## src/rtl/ysyx_24100006_axi_arbiter_pkg.sv

```systemverilog
// Shared definitions for the IFU/LSU AXI arbiter: FSM encoding, AXI constants
// and the saturating watchdog increment.
package ysyx_24100006_axi_arbiter_pkg;

  typedef enum logic [1:0] {
    S_IDLE  = 2'd0,
    S_IFU_R = 2'd1,
    S_LSU_R = 2'd2,
    S_LSU_W = 2'd3
  } arb_state_e;

  localparam logic [2:0] AXI_SIZE_B    = 3'd0;
  localparam logic [2:0] AXI_SIZE_H    = 3'd1;
  localparam logic [2:0] AXI_SIZE_W    = 3'd2;
  localparam logic [1:0] AXI_RESP_OKAY = 2'b00;
  localparam logic [1:0] AXI_RESP_SLV  = 2'b10;
  localparam logic [1:0] AXI_RESP_DEC  = 2'b11;

  function automatic logic [31:0] cnt_next(input logic [31:0] c);
    return (c == 32'hFFFF_FFFF) ? c : c + 32'd1;
  endfunction

endpackage

```

## src/rtl/ysyx_24100006_arb_pick.sv

```systemverilog
// Two-way requester pick between IFU and the LSU (read/write pair counts as one).
// Fixed priority favours LSU; round-robin alternates on conflict using last_lsu.
module ysyx_24100006_arb_pick #(
  parameter bit RR_EN = 1'b0
) (
  input  logic ifu_req,
  input  logic lsu_req,
  input  logic last_lsu,
  output logic grant_ifu,
  output logic grant_lsu
);

  logic lsu_wins;

  always_comb begin
    if (ifu_req && lsu_req) begin
      lsu_wins = RR_EN ? !last_lsu : 1'b1;
    end else begin
      lsu_wins = lsu_req;
    end
  end

  assign grant_lsu = lsu_wins;
  assign grant_ifu = ifu_req & ~lsu_wins;

endmodule

```

## src/rtl/ysyx_24100006_axi_arbiter.sv

```systemverilog
// 2:1 AXI4 master arbiter: IFU (read) and LSU (read+write) share one slave port,
// one whole transaction at a time, with an optional per-transaction watchdog.
module ysyx_24100006_axi_arbiter
  import ysyx_24100006_axi_arbiter_pkg::*;
#(
  parameter int ADDR_W = 32,
  parameter int DATA_W = 32,
  parameter int RR_EN  = 0,
  parameter int TO_CYC = 0
) (
  input  logic                clk,
  input  logic                reset,
  input  logic [ADDR_W-1:0]   ifu_araddr,
  input  logic                ifu_arvalid,
  output logic                ifu_arready,
  input  logic [7:0]          ifu_arlen,
  input  logic [2:0]          ifu_arsize,
  output logic [DATA_W-1:0]   ifu_rdata,
  output logic [1:0]          ifu_rresp,
  output logic                ifu_rvalid,
  input  logic                ifu_rready,
  output logic                ifu_rlast,
  input  logic [ADDR_W-1:0]   lsu_araddr,
  input  logic                lsu_arvalid,
  output logic                lsu_arready,
  input  logic [7:0]          lsu_arlen,
  input  logic [2:0]          lsu_arsize,
  output logic [DATA_W-1:0]   lsu_rdata,
  output logic [1:0]          lsu_rresp,
  output logic                lsu_rvalid,
  input  logic                lsu_rready,
  output logic                lsu_rlast,
  input  logic [ADDR_W-1:0]   lsu_awaddr,
  input  logic                lsu_awvalid,
  output logic                lsu_awready,
  input  logic [7:0]          lsu_awlen,
  input  logic [2:0]          lsu_awsize,
  input  logic [DATA_W-1:0]   lsu_wdata,
  input  logic [DATA_W/8-1:0] lsu_wstrb,
  input  logic                lsu_wvalid,
  output logic                lsu_wready,
  input  logic                lsu_wlast,
  output logic [1:0]          lsu_bresp,
  output logic                lsu_bvalid,
  input  logic                lsu_bready,
  output logic [ADDR_W-1:0]   s_araddr,
  output logic                s_arvalid,
  input  logic                s_arready,
  output logic [7:0]          s_arlen,
  output logic [2:0]          s_arsize,
  input  logic [DATA_W-1:0]   s_rdata,
  input  logic [1:0]          s_rresp,
  input  logic                s_rvalid,
  output logic                s_rready,
  input  logic                s_rlast,
  output logic [ADDR_W-1:0]   s_awaddr,
  output logic                s_awvalid,
  input  logic                s_awready,
  output logic [7:0]          s_awlen,
  output logic [2:0]          s_awsize,
  output logic [DATA_W-1:0]   s_wdata,
  output logic [DATA_W/8-1:0] s_wstrb,
  output logic                s_wvalid,
  input  logic                s_wready,
  output logic                s_wlast,
  input  logic [1:0]          s_bresp,
  input  logic                s_bvalid,
  output logic                s_bready,
  output logic                arb_busy,
  output logic                arb_timeout
);

  localparam logic [31:0] TO_LIM = (TO_CYC > 0) ? 32'(TO_CYC - 1) : 32'd0;

  arb_state_e  state;
  logic        last_lsu;
  logic [31:0] cnt;
  logic        addr_sent;
  logic        w_sent;
  logic        grant_ifu, grant_lsu;
  logic        ifu_sel, lsu_r_sel, lsu_w_sel, ar_open, w_open;
  logic        addr_hs, w_hs, txn_end;

  ysyx_24100006_arb_pick #(.RR_EN(RR_EN != 0)) u_pick (
    .ifu_req   (ifu_arvalid),
    .lsu_req   (lsu_arvalid | lsu_awvalid),
    .last_lsu  (last_lsu),
    .grant_ifu (grant_ifu),
    .grant_lsu (grant_lsu)
  );

  assign ifu_sel   = (state == S_IFU_R);
  assign lsu_r_sel = (state == S_LSU_R);
  assign lsu_w_sel = (state == S_LSU_W);
  // Address/last-W are blocked once accepted so a master's next request cannot slip in.
  assign ar_open   = (ifu_sel | lsu_r_sel) & ~addr_sent;
  assign w_open    = lsu_w_sel & ~w_sent;

  assign s_araddr  = ifu_sel ? ifu_araddr : (lsu_r_sel ? lsu_araddr : '0);
  assign s_arlen   = ifu_sel ? ifu_arlen  : (lsu_r_sel ? lsu_arlen  : 8'd0);
  assign s_arsize  = ifu_sel ? ifu_arsize : (lsu_r_sel ? lsu_arsize : 3'd0);
  assign s_arvalid = ar_open & (ifu_sel ? ifu_arvalid : lsu_arvalid);
  assign ifu_arready = ifu_sel & ~addr_sent & s_arready;
  assign lsu_arready = lsu_r_sel & ~addr_sent & s_arready;

  assign ifu_rdata  = ifu_sel ? s_rdata : '0;
  assign ifu_rresp  = ifu_sel ? s_rresp : 2'b00;
  assign ifu_rvalid = ifu_sel & s_rvalid;
  assign ifu_rlast  = ifu_sel & s_rlast;
  assign lsu_rdata  = lsu_r_sel ? s_rdata : '0;
  assign lsu_rresp  = lsu_r_sel ? s_rresp : 2'b00;
  assign lsu_rvalid = lsu_r_sel & s_rvalid;
  assign lsu_rlast  = lsu_r_sel & s_rlast;
  assign s_rready   = (ifu_sel & ifu_rready) | (lsu_r_sel & lsu_rready);

  assign s_awaddr    = lsu_w_sel ? lsu_awaddr : '0;
  assign s_awlen     = lsu_w_sel ? lsu_awlen  : 8'd0;
  assign s_awsize    = lsu_w_sel ? lsu_awsize : 3'd0;
  assign s_awvalid   = lsu_w_sel & ~addr_sent & lsu_awvalid;
  assign lsu_awready = lsu_w_sel & ~addr_sent & s_awready;
  assign s_wdata     = lsu_w_sel ? lsu_wdata : '0;
  assign s_wstrb     = lsu_w_sel ? lsu_wstrb : '0;
  assign s_wlast     = lsu_w_sel & lsu_wlast;
  assign s_wvalid    = w_open & lsu_wvalid;
  assign lsu_wready  = w_open & s_wready;
  assign lsu_bresp   = lsu_w_sel ? s_bresp : 2'b00;
  assign lsu_bvalid  = lsu_w_sel & s_bvalid;
  assign s_bready    = lsu_w_sel & lsu_bready;

  assign addr_hs  = (s_arvalid & s_arready) | (s_awvalid & s_awready);
  assign w_hs     = s_wvalid & s_wready;
  assign txn_end  = ((ifu_sel | lsu_r_sel) & s_rvalid & s_rready & s_rlast) |
                    (lsu_w_sel & s_bvalid & s_bready);
  assign arb_busy = (state != S_IDLE);

  // Grant FSM, round-robin history, watchdog and per-transaction channel bookkeeping.
  always_ff @(posedge clk) begin
    if (reset) begin
      state       <= S_IDLE;
      last_lsu    <= 1'b0;
      cnt         <= 32'd0;
      arb_timeout <= 1'b0;
      addr_sent   <= 1'b0;
      w_sent      <= 1'b0;
    end else begin
      case (state)
        S_IDLE: begin
          cnt       <= 32'd0;
          addr_sent <= 1'b0;
          w_sent    <= 1'b0;
          if (grant_lsu) begin
            state    <= lsu_arvalid ? S_LSU_R : S_LSU_W;
            last_lsu <= 1'b1;
          end else if (grant_ifu) begin
            state    <= S_IFU_R;
            last_lsu <= 1'b0;
          end else begin
            state <= S_IDLE;
          end
        end
        default: begin
          if (addr_hs) addr_sent <= 1'b1;
          if (w_hs && s_wlast) w_sent <= 1'b1;
          if (txn_end) begin
            state <= S_IDLE;
          end else if ((TO_CYC != 0) && (cnt == TO_LIM)) begin
            arb_timeout <= 1'b1;
            state       <= S_IDLE;
          end else begin
            cnt <= cnt_next(cnt);
          end
        end
      endcase
    end
  end

endmodule

```

## config.mk

```make
export PLATFORM = sky130hd
export DESIGN_NAME = ysyx_24100006_axi_arbiter
export DESIGN_NICKNAME = d
export VERILOG_FILES = /design/src/rtl/ysyx_24100006_axi_arbiter_pkg.sv /design/src/rtl/ysyx_24100006_arb_pick.sv /design/src/rtl/ysyx_24100006_axi_arbiter.sv
export SDC_FILE = /design/constraint.sdc
export NUM_CORES = 1
export LEC_CHECK = 0
export CELL_PAD_IN_SITES_DETAIL_PLACEMENT = 0
export CELL_PAD_IN_SITES_GLOBAL_PLACEMENT = 1
export CORE_AREA = 2 2 164 166
export CTS_CLUSTER_SIZE = 14
export DETAILED_ROUTE_END_ITERATION = 16
export DIE_AREA = 0 0 166 168
export DONT_BUFFER_PORTS = 1
export HOLD_SLACK_MARGIN = 0.1
export PLACE_DENSITY_LB_ADDON = 0.08
export SLEW_MARGIN = 20
export SYNTH_ARGS = -nofsm -noshare
export SYNTH_HDL_FRONTEND = slang
export SYNTH_HIERARCHICAL = 1
export SYNTH_SLANG_ARGS = --single-unit
```

## constraint.sdc

```tcl
create_clock -name clk -period 4.1 [get_ports clk]
set_input_delay 0.615 -clock clk [delete_from_list [all_inputs] [get_ports clk]]
set_output_delay 0.615 -clock clk [all_outputs]
set_load 0.005 [all_outputs]
```

# ---- Word-level counts from Yosys, hierarchy flattened
# Index checks and enable logic that the tools add are counted.
dict set report totals {
  output_inout_bits 209
  regBits 4
  wordCells 72
}
dict set report op_classes {
  eq_ne 3
  muxes 23
  n_bitwise 37
  reduce_logical 6
}
# op n
set op_table {}
lappend op_table {{$mux 32} 6}
lappend op_table {{$and 1x1->1} 29}
lappend op_table {{$mux 8} 3}
lappend op_table {{$mux 2} 6}
lappend op_table {{$mux 3} 3}
lappend op_table {{$or 1x1->1} 5}
lappend op_table {{$eq 2x2->1 const B} 2}
lappend op_table {{$mux 1} 4}
lappend op_table {{$mux 4} 1}
lappend op_table {{$reduce_bool 2->1} 2}
lappend op_table {{$not 1->1} 3}
lappend op_table {{$eq 2x1->1 const B} 1}
lappend op_table {{$logic_and 1x1->1} 2}
lappend op_table {{$logic_not 2->1} 1}
lappend op_table {{$reduce_or 2->1} 1}

# ---- Longest topological paths before layout
# Gate-level depths: netlist of run 1.
dict set report logic_depth {
  ltp_word 8
  ltp_mapped 7
}

# ---- Modules after synthesis
# The synthesis of run 1 kept the hierarchy.
# module cells_per_inst instances area_each_um2
set by_module_without_submodules {}
lappend by_module_without_submodules {ysyx_24100006_axi_arbiter 271 1 1880.6}
lappend by_module_without_submodules {ysyx_24100006_arb_pick 2 1 10.0}

# ---- Worst setup path before layout of run 1
# No wires, ideal clock.
dict set report synth_path {
  path_type {reg-to-output}
  startpoint {reg state[1]}
  endpoint {out s_araddr[0]}
  arrival_time_ns 1.234
  path_stages_with_launch 8
  slack_ns 2.251
  path_cell_list {dfxtp_1 > inv_1 > ha_1 > buf_6 > nor2b_1 > buf_4 > buf_6 > a22o_1}
}
dict set report synth_between {
  elab_chain_len 3
  elab_cells_between_ends 4
  classes_between {eq/ne: 2; mux: 2}
}
# element line_no
set synth_rtl {}
lappend synth_rtl {{start: declaration} ysyx_24100006_axi_arbiter.sv:75} ;# arb_state_e state;
lappend synth_rtl {{start signal: assignment} ysyx_24100006_axi_arbiter.sv:152} ;# state <= lsu_arvalid ? S_LSU_R : S_LSU_W;
lappend synth_rtl {{$eq 2x2->1} ysyx_24100006_axi_arbiter.sv:93} ;# assign lsu_r_sel = (state == S_LSU_R);
lappend synth_rtl {{$mux 32} ysyx_24100006_axi_arbiter.sv:99} ;# assign s_araddr = ifu_sel ? ifu_araddr : (lsu_r_sel ? lsu_araddr : '0);
lappend synth_rtl {{$mux 32 (*)} ysyx_24100006_axi_arbiter.sv:99}
lappend synth_rtl {{end: declaration} ysyx_24100006_axi_arbiter.sv:46} ;# output logic [ADDR_W-1:0] s_araddr,
# Every way passes the cells marked *; elsewhere a longest branch is shown, timed or not.

# ---- Worst setup path in the final report of run 1
dict set report layout_path {
  startpoint {reg state[1]}
  endpoint {out s_arsize[1]}
}
dict set report layout_between {
  elab_chain_len 3
  elab_cells_between_ends 4
  classes_between {eq/ne: 2; mux: 2}
}
# element line_no
set layout_rtl {}
lappend layout_rtl {{$eq 2x2->1} ysyx_24100006_axi_arbiter.sv:93}
lappend layout_rtl {{$mux 3} ysyx_24100006_axi_arbiter.sv:101} ;# assign s_arsize = ifu_sel ? ifu_arsize : (lsu_r_sel ? lsu_arsize : 3'd0);
lappend layout_rtl {{$mux 3 (*)} ysyx_24100006_axi_arbiter.sv:101}
lappend layout_rtl {{end: declaration} ysyx_24100006_axi_arbiter.sv:50} ;# output logic [2:0] s_arsize,
# Marks and branches as above.

==> impl_metrics.ini, run 1 <==
[status]
status = finished clean

[critical_path]
reg2reg_depth = 4
critPathLaunch = state[1]
r2r-start = state[0]
critPathRequiredTime_ps = 3480
arrival_ps = 2230
endpoint_kind = output pin
critPathLaunchType = register
crit_type = reg2out
crit_fanout = 43

[layout]
final_cell_mix = 156 x and2_1, 44 x a22o_1, 6 x and3b_1
drive_gt1_frac = 0.0451
final_common_cell = and2_1
finalNonFillerCells = 585
syn2layout_area_growth_pct = 20.2
diodes = 0
final_net_count = 467

[synthesis]
syn_area_per_cell_um2 = 6.90
syn_area_um2 = 1860
synthCells = 269
synth_fp_nets = 490
yosysWarnings = 6

[cts]
clock-sinks = 4
cts_buffers = 3
root_buffer = clkbuf_16
cts_tree = yes
cts_buffer_depth = 2
post_cts_buffers = 0
clk_pin_slew_worst_paths_ps = 30
cts.htree.levels = 1
hold_buffers = 0
clock_latency_ps = 230
cts.repair.resized = 0

[floorplanning]
die_height_um = 168
rows = 60
dieArea_um2 = 27900
io_pins = 426
fp.coreArea_um2 = 26400
dieWidth_um = 166
start_util = 0.0704

[detailed_routing]
wire_per_inst_um = 16.0
dr.pass1.iters = 4
vias_per_cell = 3.33
wirelength_um = 9350
initialDrtViolationCount = 64
ant_nets = 0
vias = 1950
drcViolationCount = 0

[power]
powerDensity_nw_per_um2 = 217
p_leak_uw = 0.000832
ir_worst_vdd_uv = 77.8

[sta]
rsz0062_at_grt = false
hold_viol_final = 0
finalCriticalPeriod_ps = 2850
setup_tns_ps = 0
fmax_mhz = 351
setup_viol = 0
maxSlewHeadroom = 0.351
fin_skew_ps = 1.28
hold_ws_ps = 462
report.final.slew_viol_count = 0
finalCritPeriodShare = 0.695
tightest_slew_ps = 971

[grt]
grt_pass1_vias = 1711
antenna_found_initial = 0
grt_max_degree = 91
grtUsageTotal = 0.0570
grt_first_pass_wirelength_um = 11900
overflow = 0

[min_path]
hold_depth = 1
worstHoldStart = reset
min_path_type = in2reg

[flow_run]
maxCapViolCount = 0

[placement]
gp_congestion = 0.750
numPortBuffers = 0
dp.cells = 582
dp_hpwl_um = 8150
-- area by class of cell --
cell class	instances	area, µm²
fillers	3090	24100
clock buffers	3	75.1
repair buffers	2	15.0
well taps	341	427
multi-input cells	231	1620
flip-flops and latches	4	80.1
inverters	4	15.0
-- worst max-delay path: stages (launching register included) --
cell	delay (ps)
dfxtp_1	400
inv_1	90
ha_2	370
nor2b_4	830
a22o_1	280
-- power breakdown --
group | switching (µW) | leakage, µW | internal (µW) | total (µW)
sequential | 5.47 | 0.0000327 | 42.7 | 48.1
clock | 29.4 | 0.0000370 | 125 | 154
combinational | 172 | 0.000762 | 110 | 282
total | 207 | 0.000832 | 278 | 485
-- sequential cells by signal, indices dropped and copies added (netlist names) --
signal and count:
addr_sent 1, state 2, w_sent 1
-- worst paths after layout --
path	end	slack, ps
max reg2reg	state[0]	2290
min reg2reg	w_sent	540
max	s_arsize[1]	1250
min	w_sent	460
-- stage by stage --
step | total power, µW | setup WS, ps | cell area, µm² | utilization
5_1_grt | 526 | 1060 | 2230 | 0.0847
6_report | 485 | 1250 | 2230 | 0.0847
2_1_floorplan | 296 | 2250 | 1860 | -
4_1_cts | 499 | 1210 | 2220 | 0.0843
3_5_place_dp | 339 | 1460 | 2150 | 0.0814
3_3_place_gp | 350 | 1470 | 2150 | 0.0814
-- layer usage --
metal | track usage | wire (µm) | vias to the layer above
met4 | 0.0159 | 130 | 0
met5 | 0 | 0 | -
li1 | - | - | 840
met3 | 0.0120 | 760 | 6
met2 | 0.109 | 5070 | 192
met1 | 0.0630 | 3390 | 912
(Power assumes the default switching activity.)
==> run 2: changes to the inputs <==
==> constraint.sdc (replaced) <==
create_clock -name clk -period 2.8 [get_ports clk]
set_input_delay 0.42 -clock clk [delete_from_list [all_inputs] [get_ports clk]]
set_output_delay 0.42 -clock clk [all_outputs]
set_load 0.005 [all_outputs]
==> run 2 against run 1 <==
Register-to-register slack worse by 1100 ps; total power up 47%; sequential power up 43%; clock power up 47%; clock skew up 0.88 ps; first-iteration DRC count down 3.1%; hold slack worse by 190 ps.
==> impl_metrics.ini, run 2 (synthesis results as in run 1) <==
[critical_path]
critPathRequiredTime_ps = 2380
crit_type = reg2out
cp_num_cells = 5
crit_buf_inv = 2
cpPeakStageDelay_ps = 380
critPathTopFamily = buffers and inverters
crit_fanout = 43
arrival_ps = 1790
endpoint_kind = output pin
path_cells = inv_1 > ha_2 > nor2b_4 > buf_4 > a22o_1
cp_slowest_cell = buf_4
critPathLaunchType = register
reg2reg_depth = 5

[layout]
fillCellCount = 3089
final_common_cell = and2_1
final_cell_mix = 156 x and2_1, 44 x a22o_1, 6 x and3b_1
syn2layout_area_growth_pct = 21.3
final_net_count = 470
largest_register_ffs = 2
regMostFlops = state
final_util = 0.0854
drive_gt1_frac = 0.0567
reg.largest.list = state: 2 flops, addr_sent: 1 flops, w_sent: 1 flops

[grt]
grt_max_degree = 91
grtUsageTotal = 0.0583
grt_pass1_vias = 1814
antenna_found_initial = 1
overflow = 0
grt_first_pass_wirelength_um = 12200

[status]
status = finished clean

[power]
powerDensity_nw_per_um2 = 317
pwr-share-seq = 0.096
swShare = 0.427
comb_power_share = 0.587
ir_worst_vdd_uv = 101
power_switching_uw = 305
internal_power_uw = 410
p_leak_uw = 0.000847
clkPwrFrac = 0.316

[sta]
tightest_slew_ps = 585
rsz0062_at_grt = false
fmax_mhz = 453
hold_viol_final = 0
finalCriticalPeriod_ps = 2210
maxSlewHeadroom = 0.610
finalCritPeriodShare = 0.789
setup_tns_ps = 0
fin_skew_ps = 2.16
report.final.slew_viol_count = 0
setup_viol = 0

[placement]
gp_congestion = 0.756
numPortBuffers = 0
dp_hpwl_um = 8300

[min_path]
hold_depth = 1
min_path_type = in2reg

[detailed_routing]
dr.pass1.iters = 4
vias_per_cell = 3.26
ant_nets = 0
drcViolationCount = 0
vias = 1926
wirelength_um = 9530
initialDrtViolationCount = 62
wire_per_inst_um = 16.1

[floorplanning]
fp.coreArea_um2 = 26400
rows = 60
dieWidth_um = 166
dieArea_um2 = 27900
die_height_um = 168
io_pins = 426
start_util = 0.0704

[cts]
cts.htree.levels = 1
cts.repair.resized = 0
cts_buffers = 3
post_cts_buffers = 0
hold_buffers = 0
cts_buffer_depth = 2
clock_latency_ps = 230
cts_tree = yes
root_buffer = clkbuf_16
clk_pin_slew_worst_paths_ps = 30
clock-sinks = 4

[flow_run]
maxCapViolCount = 0
==> run 2: cell types whose count changed in the layout (fill, tap and decap cells not counted), sizes merged <==
cell / before / now
diode: 0 / 3
buf: 2 / 5
==> run 2: path summary, 6_finish.rpt <==
kind              startpoint           end  slack [ps]
hold / removal         reset        w_sent         270
setup reg to reg    state[0]        w_sent        1150
setup / recovery    state[1]  s_araddr[13]         590
hold reg to reg     state[1]      state[1]         530
==> run 2: routing by layer <==
metal  part of all wire  vias up  routed length (µm)  track usage
met2               0.55      188                5220        0.113
met1               0.36      888                3420       0.0621
met4             0.0049        0                  47       0.0113
li1                   -      848                   -            -
met5                  0        -                   0            0
met3              0.088        2                 836       0.0172
==> run 2: final cells by class <==
type	count	area [µm²]	area share
Multi-Input combinational cell	231	1610	0.715
Inverter	4	15.0	0.00667
Timing Repair Buffer	5	37.5	0.0167
Antenna cell	3	7.51	0.00334
Tap cell	341	427	0.190
Clock buffer	3	75.1	0.0334
Sequential cell	4	80.1	0.0356
==> run 2: worst reg2reg max path, cell delays in order, from the launching register on <==
cell	delay, ps
dfxtp_1	380
ha_2	180
buf_4	470
and3b_1	320
a31oi_1	100
nor3_1	120
==> run 2: power by group through the flow <==
stage	clock network, µW	registers (µW)	logic (µW)
after floorplan	0	67.3	366
after global placement	0	70.0	448
after detailed placement	0	70.0	434
after CTS	234	69.4	436
after global routing	239	70.0	466
final	226	68.8	420
==> run 2: stage by stage <==
| stage | hold WS, ps | std cells | cell area, µm² | setup WS [ps] | total power, µW |
|---|---|---|---|---|---|
| global placement | 502 | 585 | 2170 | 806 | 518 |
| floorplan | 473 | 269 | 1860 | 1150 | 434 |
| global route | 266 | 588 | 2240 | 456 | 775 |
| CTS | 261 | 588 | 2240 | 539 | 739 |
| detailed placement | 500 | 585 | 2170 | 786 | 504 |
| finish | 268 | 591 | 2250 | 591 | 715 |
